$ cat src/rtl/macload_csr_bank_pkg.sv
// Shared CSR constants for the MAC-load register bank: op codes, address map,
// register indices and the A/W group membership used for counter resets.
package macload_csr_bank_pkg;

    localparam logic [1:0] CSR_OP_NONE  = 2'b00;
    localparam logic [1:0] CSR_OP_WRITE = 2'b01;
    localparam logic [1:0] CSR_OP_SET   = 2'b10;
    localparam logic [1:0] CSR_OP_CLEAR = 2'b11;

    localparam logic [11:0] CSR_A_ADDR       = 12'h7C0;
    localparam logic [11:0] CSR_W_ADDR       = 12'h7C1;
    localparam logic [11:0] CSR_A_STRIDE     = 12'h7C2;
    localparam logic [11:0] CSR_W_STRIDE     = 12'h7C3;
    localparam logic [11:0] CSR_A_ROLLBACK   = 12'h7C4;
    localparam logic [11:0] CSR_W_ROLLBACK   = 12'h7C5;
    localparam logic [11:0] CSR_A_SKIP       = 12'h7C6;
    localparam logic [11:0] CSR_W_SKIP       = 12'h7C7;
    localparam logic [11:0] CSR_MACLOAD_CTRL = 12'h7C8;

    localparam int NUM_REGS       = 9;
    localparam int IDX_A_ADDR     = 0;
    localparam int IDX_W_ADDR     = 1;
    localparam int IDX_A_STRIDE   = 2;
    localparam int IDX_W_STRIDE   = 3;
    localparam int IDX_A_ROLLBACK = 4;
    localparam int IDX_W_ROLLBACK = 5;
    localparam int IDX_A_SKIP     = 6;
    localparam int IDX_W_SKIP     = 7;
    localparam int IDX_CTRL       = 8;

    // One bit per register index; CTRL belongs to neither group.
    localparam logic [NUM_REGS-1:0] A_GROUP_MASK = 9'b0_0101_0101;
    localparam logic [NUM_REGS-1:0] W_GROUP_MASK = 9'b0_1010_1010;

    localparam logic [31:0] CTRL_RESET = 32'h0000_0003;
    localparam logic [31:0] CTRL_MASK  = 32'h0000_0003;

    function automatic logic [11:0] reg_addr(input int idx);
        case (idx)
            IDX_A_ADDR:     return CSR_A_ADDR;
            IDX_W_ADDR:     return CSR_W_ADDR;
            IDX_A_STRIDE:   return CSR_A_STRIDE;
            IDX_W_STRIDE:   return CSR_W_STRIDE;
            IDX_A_ROLLBACK: return CSR_A_ROLLBACK;
            IDX_W_ROLLBACK: return CSR_W_ROLLBACK;
            IDX_A_SKIP:     return CSR_A_SKIP;
            IDX_W_SKIP:     return CSR_W_SKIP;
            IDX_CTRL:       return CSR_MACLOAD_CTRL;
            default:        return 12'h000;
        endcase
    endfunction

endpackage

$ cat src/rtl/macload_csr_bank_if.sv
// Bus bundle between the CSR path / address controller (master) and the
// MAC-load register bank (slave).
interface macload_csr_bank_if #(
    parameter int DATA_W = 32
);
    logic [1:0]        sw_op_i;
    logic [11:0]       sw_addr_i;
    logic [DATA_W-1:0] sw_wdata_i;
    logic              sw_hit_o;
    logic [DATA_W-1:0] sw_rdata_o;
    logic [1:0]        hw_op_i;
    logic [11:0]       hw_addr_i;
    logic [DATA_W-1:0] hw_wdata_i;
    logic [DATA_W-1:0] a_address_o;
    logic [DATA_W-1:0] w_address_o;
    logic [DATA_W-1:0] a_stride_o;
    logic [DATA_W-1:0] w_stride_o;
    logic [DATA_W-1:0] a_rollback_o;
    logic [DATA_W-1:0] w_rollback_o;
    logic [DATA_W-1:0] a_skip_o;
    logic [DATA_W-1:0] w_skip_o;
    logic              csr_a_rstn_o;
    logic              csr_w_rstn_o;
    logic              hw_drop_o;

    modport master (
        output sw_op_i, sw_addr_i, sw_wdata_i, hw_op_i, hw_addr_i, hw_wdata_i,
        input  sw_hit_o, sw_rdata_o, a_address_o, w_address_o, a_stride_o, w_stride_o,
               a_rollback_o, w_rollback_o, a_skip_o, w_skip_o,
               csr_a_rstn_o, csr_w_rstn_o, hw_drop_o
    );

    modport slave (
        input  sw_op_i, sw_addr_i, sw_wdata_i, hw_op_i, hw_addr_i, hw_wdata_i,
        output sw_hit_o, sw_rdata_o, a_address_o, w_address_o, a_stride_o, w_stride_o,
               a_rollback_o, w_rollback_o, a_skip_o, w_skip_o,
               csr_a_rstn_o, csr_w_rstn_o, hw_drop_o
    );
endinterface

$ cat src/rtl/macload_csr_bank_reg.sv
// One bank register: software WRITE/SET/CLEAR decode plus an optional gated
// hardware write port where software always wins a same-cycle collision.
module macload_csr_reg
    import macload_csr_bank_pkg::*;
#(
    parameter int              DATA_W    = 32,
    parameter logic [DATA_W-1:0] RESET_VAL = '0,
    parameter logic [DATA_W-1:0] WR_MASK   = {DATA_W{1'b1}},
    parameter bit              HAS_HW    = 1'b0
) (
    input  logic              clk_i,
    input  logic              rst_i,
    input  logic [1:0]        sw_op_i,
    input  logic              sw_sel_i,
    input  logic [DATA_W-1:0] sw_wdata_i,
    input  logic              hw_we_i,
    input  logic              hw_en_i,
    input  logic [DATA_W-1:0] hw_wdata_i,
    output logic [DATA_W-1:0] q_o,
    output logic              sw_wrote_o,
    output logic              hw_dropped_o
);

    logic [DATA_W-1:0] r_q;
    logic [DATA_W-1:0] w_sw_val;
    logic [DATA_W-1:0] w_q_next;
    logic              w_sw_act;
    logic              w_hw_take;

    assign w_sw_act = sw_sel_i && (sw_op_i != CSR_OP_NONE);

    always_comb begin
        w_sw_val = r_q;
        case (sw_op_i)
            CSR_OP_WRITE: w_sw_val = sw_wdata_i;
            CSR_OP_SET:   w_sw_val = r_q | sw_wdata_i;
            CSR_OP_CLEAR: w_sw_val = r_q & ~sw_wdata_i;
            default:      w_sw_val = r_q;
        endcase
    end

    assign w_hw_take    = HAS_HW && hw_we_i && hw_en_i && !w_sw_act;
    assign hw_dropped_o = HAS_HW && hw_we_i && !w_hw_take;
    assign sw_wrote_o   = w_sw_act;

    // Bits outside WR_MASK never leave their reset value.
    assign w_q_next = w_sw_act  ? (w_sw_val & WR_MASK) :
                      w_hw_take ? hw_wdata_i : r_q;

    always_ff @(posedge clk_i or posedge rst_i) begin
        if (rst_i) begin
            r_q <= RESET_VAL;
        end else begin
            r_q <= w_q_next;
        end
    end

    assign q_o = r_q;

endmodule

$ cat src/rtl/macload_csr_bank.sv
// MAC-load address-generation CSR bank: nine registers, software/hardware
// write arbitration, and registered counter-reset / drop strobes.
module macload_csr_bank
    import macload_csr_bank_pkg::*;
#(
    parameter int DATA_W = 32
) (
    input  logic             clk_i,
    input  logic             rst_i,
    macload_csr_bank_if.slave bus
);

    logic [DATA_W-1:0]   w_q [NUM_REGS];
    logic [NUM_REGS-1:0] w_sw_wrote;
    logic [NUM_REGS-1:0] w_hw_dropped;
    logic                w_hw_write;
    logic                r_a_rstn;
    logic                r_w_rstn;
    logic                r_hw_drop;

    assign w_hw_write = (bus.hw_op_i == CSR_OP_WRITE);

    generate
        for (genvar gi = 0; gi < NUM_REGS; gi++) begin : g_reg
            localparam bit HAS_HW = (gi == IDX_A_ADDR) || (gi == IDX_W_ADDR);
            logic w_hw_we;
            logic w_hw_en;

            if (HAS_HW) begin : g_hw
                assign w_hw_we = w_hw_write && (bus.hw_addr_i == reg_addr(gi));
                assign w_hw_en = (gi == IDX_A_ADDR) ? w_q[IDX_CTRL][0] : w_q[IDX_CTRL][1];
            end else begin : g_nohw
                assign w_hw_we = 1'b0;
                assign w_hw_en = 1'b0;
            end

            macload_csr_reg #(
                .DATA_W    (DATA_W),
                .RESET_VAL ((gi == IDX_CTRL) ? CTRL_RESET : {DATA_W{1'b0}}),
                .WR_MASK   ((gi == IDX_CTRL) ? CTRL_MASK  : {DATA_W{1'b1}}),
                .HAS_HW    (HAS_HW)
            ) u_reg (
                .clk_i        (clk_i),
                .rst_i        (rst_i),
                .sw_op_i      (bus.sw_op_i),
                .sw_sel_i     (bus.sw_addr_i == reg_addr(gi)),
                .sw_wdata_i   (bus.sw_wdata_i),
                .hw_we_i      (w_hw_we),
                .hw_en_i      (w_hw_en),
                .hw_wdata_i   (bus.hw_wdata_i),
                .q_o          (w_q[gi]),
                .sw_wrote_o   (w_sw_wrote[gi]),
                .hw_dropped_o (w_hw_dropped[gi])
            );
        end
    endgenerate

    // Read path shows the pre-write value; no bypass of same-cycle writes.
    always_comb begin
        bus.sw_hit_o   = 1'b0;
        bus.sw_rdata_o = '0;
        for (int i = 0; i < NUM_REGS; i++) begin
            if (bus.sw_addr_i == reg_addr(i)) begin
                bus.sw_hit_o   = 1'b1;
                bus.sw_rdata_o = w_q[i];
            end
        end
    end

    // Counter resets idle low during reset so the controller starts cleared.
    always_ff @(posedge clk_i or posedge rst_i) begin
        if (rst_i) begin
            r_a_rstn  <= 1'b0;
            r_w_rstn  <= 1'b0;
            r_hw_drop <= 1'b0;
        end else begin
            r_a_rstn  <= ~|(w_sw_wrote & A_GROUP_MASK);
            r_w_rstn  <= ~|(w_sw_wrote & W_GROUP_MASK);
            r_hw_drop <= |w_hw_dropped;
        end
    end

    assign bus.a_address_o  = w_q[IDX_A_ADDR];
    assign bus.w_address_o  = w_q[IDX_W_ADDR];
    assign bus.a_stride_o   = w_q[IDX_A_STRIDE];
    assign bus.w_stride_o   = w_q[IDX_W_STRIDE];
    assign bus.a_rollback_o = w_q[IDX_A_ROLLBACK];
    assign bus.w_rollback_o = w_q[IDX_W_ROLLBACK];
    assign bus.a_skip_o     = w_q[IDX_A_SKIP];
    assign bus.w_skip_o     = w_q[IDX_W_SKIP];
    assign bus.csr_a_rstn_o = r_a_rstn;
    assign bus.csr_w_rstn_o = r_w_rstn;
    assign bus.hw_drop_o    = r_hw_drop;

endmodule

$ cat src/flat_wrapper.sv
// flat-port wrapper written by rule: the top's interface ports become plain ports
module macload_csr_bank_flat import macload_csr_bank_pkg::*;
#(
    parameter int DATA_W = 32
)
  (clk_i, rst_i, bus_sw_op_i, bus_sw_addr_i, bus_sw_wdata_i, bus_hw_op_i, bus_hw_addr_i, bus_hw_wdata_i, bus_sw_hit_o, bus_sw_rdata_o, bus_a_address_o, bus_w_address_o, bus_a_stride_o, bus_w_stride_o, bus_a_rollback_o, bus_w_rollback_o, bus_a_skip_o, bus_w_skip_o, bus_csr_a_rstn_o, bus_csr_w_rstn_o, bus_hw_drop_o);
  macload_csr_bank_if #(.DATA_W(DATA_W)) bus_i ();
  input  logic clk_i;
  input  logic rst_i;
  input wire logic [$bits(bus_i.sw_op_i)-1:0] bus_sw_op_i;
  input wire logic [$bits(bus_i.sw_addr_i)-1:0] bus_sw_addr_i;
  input wire logic [$bits(bus_i.sw_wdata_i)-1:0] bus_sw_wdata_i;
  input wire logic [$bits(bus_i.hw_op_i)-1:0] bus_hw_op_i;
  input wire logic [$bits(bus_i.hw_addr_i)-1:0] bus_hw_addr_i;
  input wire logic [$bits(bus_i.hw_wdata_i)-1:0] bus_hw_wdata_i;
  output wire logic [$bits(bus_i.sw_hit_o)-1:0] bus_sw_hit_o;
  output wire logic [$bits(bus_i.sw_rdata_o)-1:0] bus_sw_rdata_o;
  output wire logic [$bits(bus_i.a_address_o)-1:0] bus_a_address_o;
  output wire logic [$bits(bus_i.w_address_o)-1:0] bus_w_address_o;
  output wire logic [$bits(bus_i.a_stride_o)-1:0] bus_a_stride_o;
  output wire logic [$bits(bus_i.w_stride_o)-1:0] bus_w_stride_o;
  output wire logic [$bits(bus_i.a_rollback_o)-1:0] bus_a_rollback_o;
  output wire logic [$bits(bus_i.w_rollback_o)-1:0] bus_w_rollback_o;
  output wire logic [$bits(bus_i.a_skip_o)-1:0] bus_a_skip_o;
  output wire logic [$bits(bus_i.w_skip_o)-1:0] bus_w_skip_o;
  output wire logic [$bits(bus_i.csr_a_rstn_o)-1:0] bus_csr_a_rstn_o;
  output wire logic [$bits(bus_i.csr_w_rstn_o)-1:0] bus_csr_w_rstn_o;
  output wire logic [$bits(bus_i.hw_drop_o)-1:0] bus_hw_drop_o;
  assign bus_i.sw_op_i = bus_sw_op_i;
  assign bus_i.sw_addr_i = bus_sw_addr_i;
  assign bus_i.sw_wdata_i = bus_sw_wdata_i;
  assign bus_i.hw_op_i = bus_hw_op_i;
  assign bus_i.hw_addr_i = bus_hw_addr_i;
  assign bus_i.hw_wdata_i = bus_hw_wdata_i;
  assign bus_sw_hit_o = bus_i.sw_hit_o;
  assign bus_sw_rdata_o = bus_i.sw_rdata_o;
  assign bus_a_address_o = bus_i.a_address_o;
  assign bus_w_address_o = bus_i.w_address_o;
  assign bus_a_stride_o = bus_i.a_stride_o;
  assign bus_w_stride_o = bus_i.w_stride_o;
  assign bus_a_rollback_o = bus_i.a_rollback_o;
  assign bus_w_rollback_o = bus_i.w_rollback_o;
  assign bus_a_skip_o = bus_i.a_skip_o;
  assign bus_w_skip_o = bus_i.w_skip_o;
  assign bus_csr_a_rstn_o = bus_i.csr_a_rstn_o;
  assign bus_csr_w_rstn_o = bus_i.csr_w_rstn_o;
  assign bus_hw_drop_o = bus_i.hw_drop_o;
  macload_csr_bank #(.DATA_W(DATA_W)) u_core (.clk_i(clk_i), .rst_i(rst_i), .bus(bus_i));
endmodule
$ cat config.mk
export PLATFORM = sky130hd
export DESIGN_NAME = macload_csr_bank_flat
export DESIGN_NICKNAME = d
export VERILOG_FILES = /design/src/rtl/macload_csr_bank_pkg.sv /design/src/rtl/macload_csr_bank_if.sv /design/src/rtl/macload_csr_bank_reg.sv /design/src/rtl/macload_csr_bank.sv /design/src/flat_wrapper.sv
export SDC_FILE = /design/constraint.sdc
export NUM_CORES = 1
export LEC_CHECK = 0
export BUFFER_PORTS_ARGS = -buffer_cell sky130_fd_sc_hd__buf_2
export CAP_MARGIN = 20
export CORE_MARGIN = 5
export CORE_UTILIZATION = 48
export DETAILED_ROUTE_END_ITERATION = 6
export GPL_TIMING_DRIVEN = 0
export PLACE_DENSITY = 0.84
export SKIP_CTS_REPAIR_TIMING = 1
export SLEW_MARGIN = 20
export SYNTH_ARGS = -nofsm -noshare
export SYNTH_HDL_FRONTEND = slang
export SYNTH_SLANG_ARGS = --single-unit
$ cat constraint.sdc
create_clock -name clk_i -period 7.75 [get_ports clk_i]
set_input_delay 1.1625 -clock clk_i [delete_from_list [all_inputs] [get_ports clk_i]]
set_output_delay 1.1625 -clock clk_i [all_outputs]
set_load 0.1 [all_outputs]
==> results.md, run 1 <==
- RR Startpoint: u_core.g_reg[8].u_reg.q_o[0]$_DFFE_PP1P_
- Final TNS setup: 0 ns
- Drt first pass iters: 6
- Worst slew margin: approximately 34%
- Layout cells sized above 1: 24.38%
- Starting Density: a little under 50%
- Synth Instances: ~1600
- Rows: 63
- Async SR Flop Fraction: 100.0%
- Max Slew Vio Count: 0
- Clk slew on worst S/H paths: roughly 0.06 ns
- Avg Cell Area, Syn: 8.908 um2
- Final setup fails: 0
- First-pass GRT wire length: between 90 and 100 mm
- Worst skew pair latency: 0.57 ns
- Clk_skew: a little over 0.009 ns
- Crit path to: bus_sw_rdata_o[9]
- Fill cells: 2656
- Die span in y: between 150 and 200 um
- Synth Cell Area: approximately 0.014 mm2
- Seq/Total Area, Yosys: between 40% and 50%
- R2R cell count: 6
- R2R Setup Slk: around 5 ns
- Gr ovfl total: 0
- Worst Path Max Fanout: 10
- Primary FF master, synth: dfrtp_1
- WP data required: between 6 and 7 ns
- CP Cell Sequence: buf_2, buf_2, buf_2, clkinv_1, nor3_2, buf_2, a221oi_1, a21oi_1, buf_2
- Setup CP Type: in -> out
- Crit start category: input pin
- TritonCTS clock tree: done
- Min cycle time layout: about 5.6 ns
- CP max stage cell: nor3_2
- Critical path's most frequent cell: buf_2
- Post-synth EDFFs: 0
- Via count: around 16000
- Wire per inst: 27.32 um
- Die area: between 0.03 and 0.04 mm2
- Synth cell types: between 60 and 70
- RSZ-0062 raised after global routing: false
- CTS Buf Count: 28
- WHS: around 0.55 ns
- Min-Delay Path Class: reg -> reg
- Final period utilization: a little under three quarters
- Mapped Nets: roughly 1700
- RR Endpoint: u_core.g_reg[0].u_reg.q_o[15]$_DFFE_PP0P_
- Leak: just under 9 nW
- Total of max-cap violations: 0
- Clk buf depth: 3
- Measured slew at the worst slew-check pin: between 0.9 and 1 ns
- H-tree Lvls: 1
- Core Area: a little under 0.03 mm2
- Die width: 183.3 um
- Total track usage: 37.94%
- Antenna-violating nets left: 0
- Syn-to-layout area delta: 23.84%
- Clk root buf: clkbuf_16
- I/O Pins: around 390
- Sink Count: 261
- Crit. End Element: primary output
- WL final: 66.53 mm
- Worst IR drop on VDD: 0.1500 mV
- Routed vias/inst: 6.736
- Final core utilization: around three fifths
- Post-DP HPWL: around 51 mm
- DRT iter0 DRCs: ~2600
- FMAX: ~180 MHz
- Status: completed
- Post-route DRC: 0
- Initial antenna violation count: 3
- Crit path from: bus_sw_addr_i[0]
- Largest net degree at the start of global routing: 32
- Number of I/O port buffers: roughly 370
- YS warnings: 0
- GPL Wtd Cong: ~1.0
- CP max stage delay: around 0.86 ns
- Vias in the first global route: approximately 16000
- Pwr dens: between 150 and 200 mW/mm2
- FF+latch count, synth: between 200 and 300
- WP data arrival: roughly 4.4 ns
- Final hold vios: 0
- Nets: approximately 2100
flip-flops by register name (all words and copies together) (netlist names):
| name | flops |
|---|---|
| u_core.bus.hw_drop_o | 1 |
| u_core.bus.csr_a_rstn_o | 1 |
| u_core.g.u_reg.q_o | 258 |
| u_core.bus.csr_w_rstn_o | 1 |
final cells by class:
type                    instances  area [um2]  share of cell area (%)
flip-flops and latches        261        6534                   36.58
inverters                      13       52.55                  0.2942
multi-input cells            1155        7033                   39.38
clock buffers                  44       870.8                   4.876
repair buffers                375        2034                   11.39
clock inverters                 5       36.28                  0.2032
diodes                          2       5.005                 0.02802
well taps                     390       488.0                   2.732
plain buffers                 190       805.8                   4.512
critical path: cells and delay by family:
kind / cells / cell delay, ns
compound gates: 2 / 0.42
buf+inv: 6 / 1.96
simple gates: 1 / 0.86
layout by cell type, fill, tap and decap left out, types with 24 or more instances in the layout:
master     synthesis  layout
xnor2_1           31      31
clkbuf_16          0      28
nor2_1           217     217
o21a_1            63      63
a211oi_1         102     102
o21ai_0           84      84
a221o_1           63      63
buf_1             24      24
a21oi_1          316     316
dfrtp_1          259     259
nand2_1           49      49
buf_2             47     413
mux2i_1           24      24
clkbuf_1         114     119
report_power, final:
group / total (mW) / leakage [nW] / switching (mW) / internal [mW]
registers: 1.37 / 3.59 / 0.00488 / 1.37
clock network: 1.35 / 0.453 / 0.581 / 0.765
logic: 0.321 / 4.60 / 0.241 / 0.0808
how the worst min path moves through the flow:
stage	start	endpoint	slack, ns	depth (start not counted)
after CTS	u_core.g_reg[7].u_reg.q_o[29]$_DFFE_PP0P_	u_core.g_reg[7].u_reg.q_o[29]$_DFFE_PP0P_	0.55	2
after global placement	u_core.g_reg[7].u_reg.q_o[26]$_DFFE_PP0P_	u_core.g_reg[7].u_reg.q_o[26]$_DFFE_PP0P_	0.52	2
after global routing	u_core.g_reg[7].u_reg.q_o[30]$_DFFE_PP0P_	u_core.g_reg[7].u_reg.q_o[30]$_DFFE_PP0P_	0.57	2
after floorplan	u_core.g_reg[8].u_reg.q_o[1]$_DFFE_PP1P_	u_core.g_reg[8].u_reg.q_o[1]$_DFFE_PP1P_	0.56	1
final	u_core.g_reg[7].u_reg.q_o[29]$_DFFE_PP0P_	u_core.g_reg[7].u_reg.q_o[29]$_DFFE_PP0P_	0.55	2
after detailed placement	u_core.g_reg[7].u_reg.q_o[29]$_DFFE_PP0P_	u_core.g_reg[7].u_reg.q_o[29]$_DFFE_PP0P_	0.53	2
cell families (layout without fill, tap and decap cells):
group | count (synthesis) | in the layout | share of synthesized area [%]
mux | 34 | 34 | 2.603
simple gates | 356 | 356 | 11.41
compound gates | 733 | 733 | 32.81
buf+inv | 203 | 627 | 5.926
other cells | 0 | 2 | 0
xor+xnor | 32 | 32 | 1.943
flops | 261 | 261 | 45.31
metal layers:
layer / global-route usage, % / vias to the layer above / part of all wire (%)
li1: - / 6829 / -
met1: 48.19 / 7823 / 35
met2: 56.51 / 1459 / 43
met3: 13.61 / 288 / 15
met4: 21.10 / 2 / 7.1
met5: 0 / - / 0.020
synth_stat cells (all sizes together), types with 24 or more instances:
cell type	n	share of area, %
a21oi	316	11
dfrtp	259	45
nor2	218	5.7
clkbuf	114	3.0
a211oi	102	5.3
o21ai	84	2.9
buf	76	2.6
a221o	63	4.4
o21a	63	3.3
nand2	50	1.3
xnor2	31	1.9
mux2i	24	1.7
stage by stage:
stage | cells | total power [mW] | instance area, um2 | setup WS (ns)
after floorplan | 1619 | 1.579 | 14430 | 1.834
after global placement | 2375 | 1.683 | 16740 | 1.604
after detailed placement | 2384 | 1.702 | 16950 | 2.352
after CTS | 2433 | 3.010 | 17850 | 2.352
after global routing | 2435 | 3.097 | 17860 | 2.065
final | 2435 | 3.039 | 17860 | 2.174
No activity file was read; power rests on OpenSTA's default activity.
==> inputs of run 2 (changes only) <==
--- a/config.mk
+++ b/config.mk
@@ -5,6 +5,7 @@
 export SDC_FILE = /design/constraint.sdc
 export NUM_CORES = 1
 export LEC_CHECK = 0
+export ABC_AREA = 1
 export BUFFER_PORTS_ARGS = -buffer_cell sky130_fd_sc_hd__buf_2
 export CAP_MARGIN = 20
 export CORE_MARGIN = 5
==> constraint.sdc (replaced) <==
create_clock -name clk_i -period 4.76 [get_ports clk_i]
set_input_delay 0.714 -clock clk_i [delete_from_list [all_inputs] [get_ports clk_i]]
set_output_delay 0.714 -clock clk_i [all_outputs]
set_load 0.1 [all_outputs]
==> run 2 against run 1 <==
Final cell count increased by 12%. Clock power grew 63%. Wire length is 0.70% higher. Synthesized cell count increased by 16%. First-iteration DRC count fell by 6.8%. Final area is 0.88% lower. Sequential cell count is the same. Largest cell class is now sequential cells.
==> results.md, run 2 <==
- Status: completed (unchanged)
- Final Power: 4.870 mW (was 3.039 mW)
- Met3 usage: 11.04% (was 13.61%)
- TritonCTS clock tree: done (unchanged)
- CP Cell Sequence: buf_2, nand2_1, inv_1, nand2_1, nor2_4, nand2_4, nor2_4, clkbuf_1, a21oi_1, a21oi_1, buf_2 (was buf_2, buf_2, buf_2, clkinv_1, nor3_2, buf_2, a221oi_1, a21oi_1, buf_2)
- CP max stage cell: clkbuf_1 (was nor3_2)
- Drt first pass iters: 7 (was 6)
- Die width: 181.8 um (was 183.3 um)
- Setup CP Type: in -> out (unchanged)
- Initial antenna violation count: 5 (was 3)
- FMAX: ~250 MHz
- Crit path from: bus_sw_addr_i[9] (was bus_sw_addr_i[0])
- First-pass GRT wire length: 98.23 mm (was 97.92 mm)
- I/O Pins: 386 (unchanged)
- Synth cell types: 37 (was 63)
- Avg Cell Area, Syn: 7.530 um2 (was 8.908 um2)
- Synth Cell Area: 0.01417 mm2 (was 0.01442 mm2)
- Number of I/O port buffers: 384 (was 366)
- Leak: 9.282 nW (was 8.641 nW)
- Clk root buf: clkbuf_16 (unchanged)
- R2R cell count: 6 (unchanged)
- Commonest non-fill, non-tap cell in the layout: nand2_1 (was buf_2)
- Most frequent cells in the layout: nand2_1, buf_2, o21ai_0 (was buf_2, a21oi_1, dfrtp_1)
- Async SR Flop Fraction: 100.0% (unchanged)
- YS warnings: 0 (unchanged)
- Final setup fails: 0 (unchanged)
- Worst Path Max Fanout: 10 (unchanged)
- Synth Instances: 1882 (was 1619)
- RR Startpoint: u_core.g_reg[8].u_reg.q_o[1]$_DFFE_PP1P_ (was u_core.g_reg[8].u_reg.q_o[0]$_DFFE_PP1P_)
- Measured slew at the worst slew-check pin: 0.9606 ns (was 0.9818 ns)
- GPL Wtd Cong: 0.9713 (was 1.043)
- Worst slew margin: 35.96% (was 34.31%)
- Worst path top cell family by delay: buffers and inverters (unchanged)
- R2R Setup Slk: 2.77 ns (was 4.98 ns)
- Final hold vios: 0 (unchanged)
- Die span in y: 181.8 um (was 183.3 um)
- Gr ovfl total: 0 (unchanged)
- CTS Buf Count: 28 (unchanged)
- RR Endpoint: u_core.g_reg[1].u_reg.q_o[9]$_DFFE_PP0P_ (was u_core.g_reg[0].u_reg.q_o[15]$_DFFE_PP0P_)
- Pwr dens: 275.1 mW/mm2 (was 170.2 mW/mm2)
- Post-synth EDFFs: 0 (unchanged)
- Synth top area cells: dfrtp_1, o21ai_0, nand2_1 (was dfrtp_1, a21oi_1, nor2_1)
- Total of max-cap violations: 0 (unchanged)
- Post-synth top area share: 45.74% (was 44.94%)
- Clk slew on worst S/H paths: 0.06 ns (about the same)
- Buffering stage count on the worst path with inverters included: 4 (was 6)
- Post-route DRC: 0 (unchanged)
- Core Area: 0.02940 mm2 (was 0.02964 mm2)
- Final TNS setup: 0 ns (unchanged)
- Crit start category: input pin (unchanged)
- Primary FF master, synth: dfrtp_1 (unchanged)
- Vias in the first global route: 16330 (was 15590)
- Final period utilization: between 80% and 90%
- Top-count cell post-synth: nand2_1 (was a21oi_1)
- Nets: 2399 (was 2118)
- Dpl ws: 0.8953 ns (was 2.352 ns)
- Wire per inst: 24.64 um (was 27.32 um)
- WHS: 0.1759 ns (was 0.5533 ns)
- Max Slew Vio Count: 0 (unchanged)
- Crit. End Element: primary output (unchanged)
- Worst IR drop on VDD: 0.2501 mV (was 0.1500 mV)
- GRT busiest layer: met2 (unchanged)
- Sink Count: 261 (unchanged)
- Rows: 63 (unchanged)
- Via count: 17100 (was 16400)
- DRT iter0 DRCs: 2468 (was 2648)
- WL final: 67.00 mm (was 66.53 mm)
- Routed vias/inst: 6.290 (was 6.736)
- Post-route worst setup slack: 0.7008 ns (was 2.174 ns)
- WP data required: 4.05 ns (was 6.59 ns)
- Met2 Use GR: 59.15% (was 56.51%)
- Post-DP HPWL: 48.82 mm (was 51.24 mm)
- Seq/Total Area, Yosys: 46.11% (was 45.31%)
- FF+latch count, synth: 261 (unchanged)
- Min-Delay Path Class: in -> async (was reg -> reg)
- H-tree Lvls: 1 (unchanged)
- Worst skew pair latency: 0.57 ns (about the same)
- Clk buf depth: 3 (unchanged)
- CP max stage delay: 0.68 ns (was 0.86 ns)
- Mapped Nets: 1976 (was 1713)
- WP depth: 11 (was 9)
- RSZ-0062 raised after global routing: false (unchanged)
- Layout cells sized above 1: 22.93% (was 24.38%)
- Crit path to: bus_sw_rdata_o[20] (was bus_sw_rdata_o[9])
- Met1 usage: 49.21% (was 48.19%)
- Syn-to-layout area delta: 24.92% (was 23.84%)
- Antenna-violating nets left: 0 (unchanged)
- Final non-filler cell total: 2719 (was 2435)
- Max reg flops: 258 (unchanged)
- Largest net degree at the start of global routing: 35 (was 32)
- Die area: 0.03306 mm2 (was 0.03361 mm2)
- Total track usage: 38.67% (was 37.94%)
- Post-synth top cells: nand2_1, o21ai_0, dfrtp_1 (was a21oi_1, dfrtp_1, nor2_1)
- Min cycle time layout: ~4.1 ns
- Starting Density: 48.20% (was 48.66%)
- WP data arrival: 3.35 ns (was 4.41 ns)
- Placed instance count: 2665 (was 2384)
- Yosys top cell by area: dfrtp_1 (unchanged)
- Clk_skew: 0.01118 ns (was 0.009103 ns)
==> run 2: power by group <==
group | switching [mW] | total, mW | internal (mW)
combinational | 0.340 | 0.423 | 0.0833
clock | 0.947 | 2.20 | 1.26
sequential | 0.0126 | 2.24 | 2.23
==> run 2: cell families after synthesis <==
logic type	synth area share (%)
compound gates	23.04
buf+inv	9.332
flops	46.11
simple gates	21.52
==> run 2: layout make-up <==
class | count | area [um2]
timing repair buffer | 393 | 2125
clock buffer | 43 | 837.1
buffer | 114 | 569.3
antenna | 5 | 12.51
fill | 2691 | 11700
tap | 390 | 488.0
sequential | 261 | 6534
inverter | 198 | 757.0
multi-input combinational | 1309 | 6315
clock inverter | 6 | 66.31
==> run 2: stage by stage <==
step / utilization (%) / area, um2
5_1_grt: 60.19 / 17700
3_3_place_gp: 56.41 / 16580
4_1_cts: 60.17 / 17690
2_1_floorplan: - / 14170
3_5_place_dp: 57.10 / 16790
6_report: 60.21 / 17700
==> run 2: layer usage <==
metal / part of all wire (%) / routed length [um]
met1: 35 / 23130
met2: 44 / 29220
met3: 15 / 10150
met4: 6.7 / 4462
met5: 0.049 / 33
==> run 2: how the worst min path moves through the flow <==
| stage | to | slack, ns |
|---|---|---|
| 2_1_floorplan | u_core.g_reg[8].u_reg.q_o[1]$_DFFE_PP1P_ | 0.48 |
| 3_3_place_gp | u_core.g_reg[1].u_reg.q_o[10]$_DFFE_PP0P_ | 0.48 |
| 3_5_place_dp | u_core.g_reg[8].u_reg.q_o[1]$_DFFE_PP1P_ | 0.50 |
| 4_1_cts | u_core.g_reg[2].u_reg.q_o[9]$_DFFE_PP0P_ | 0.19 |
| 5_1_grt | u_core.g_reg[7].u_reg.q_o[4]$_DFFE_PP0P_ | 0.21 |
| 6_report | u_core.g_reg[2].u_reg.q_o[9]$_DFFE_PP0P_ | 0.18 |
==> run 2: worst register-to-register path, stage by stage (launching register included) <==
cell	delay, ns
dfstp_2	0.55
nand4_1	0.22
nand2_1	0.31
inv_2	0.08
clkbuf_1	0.38
nand2_1	0.20
o2111ai_1	0.12
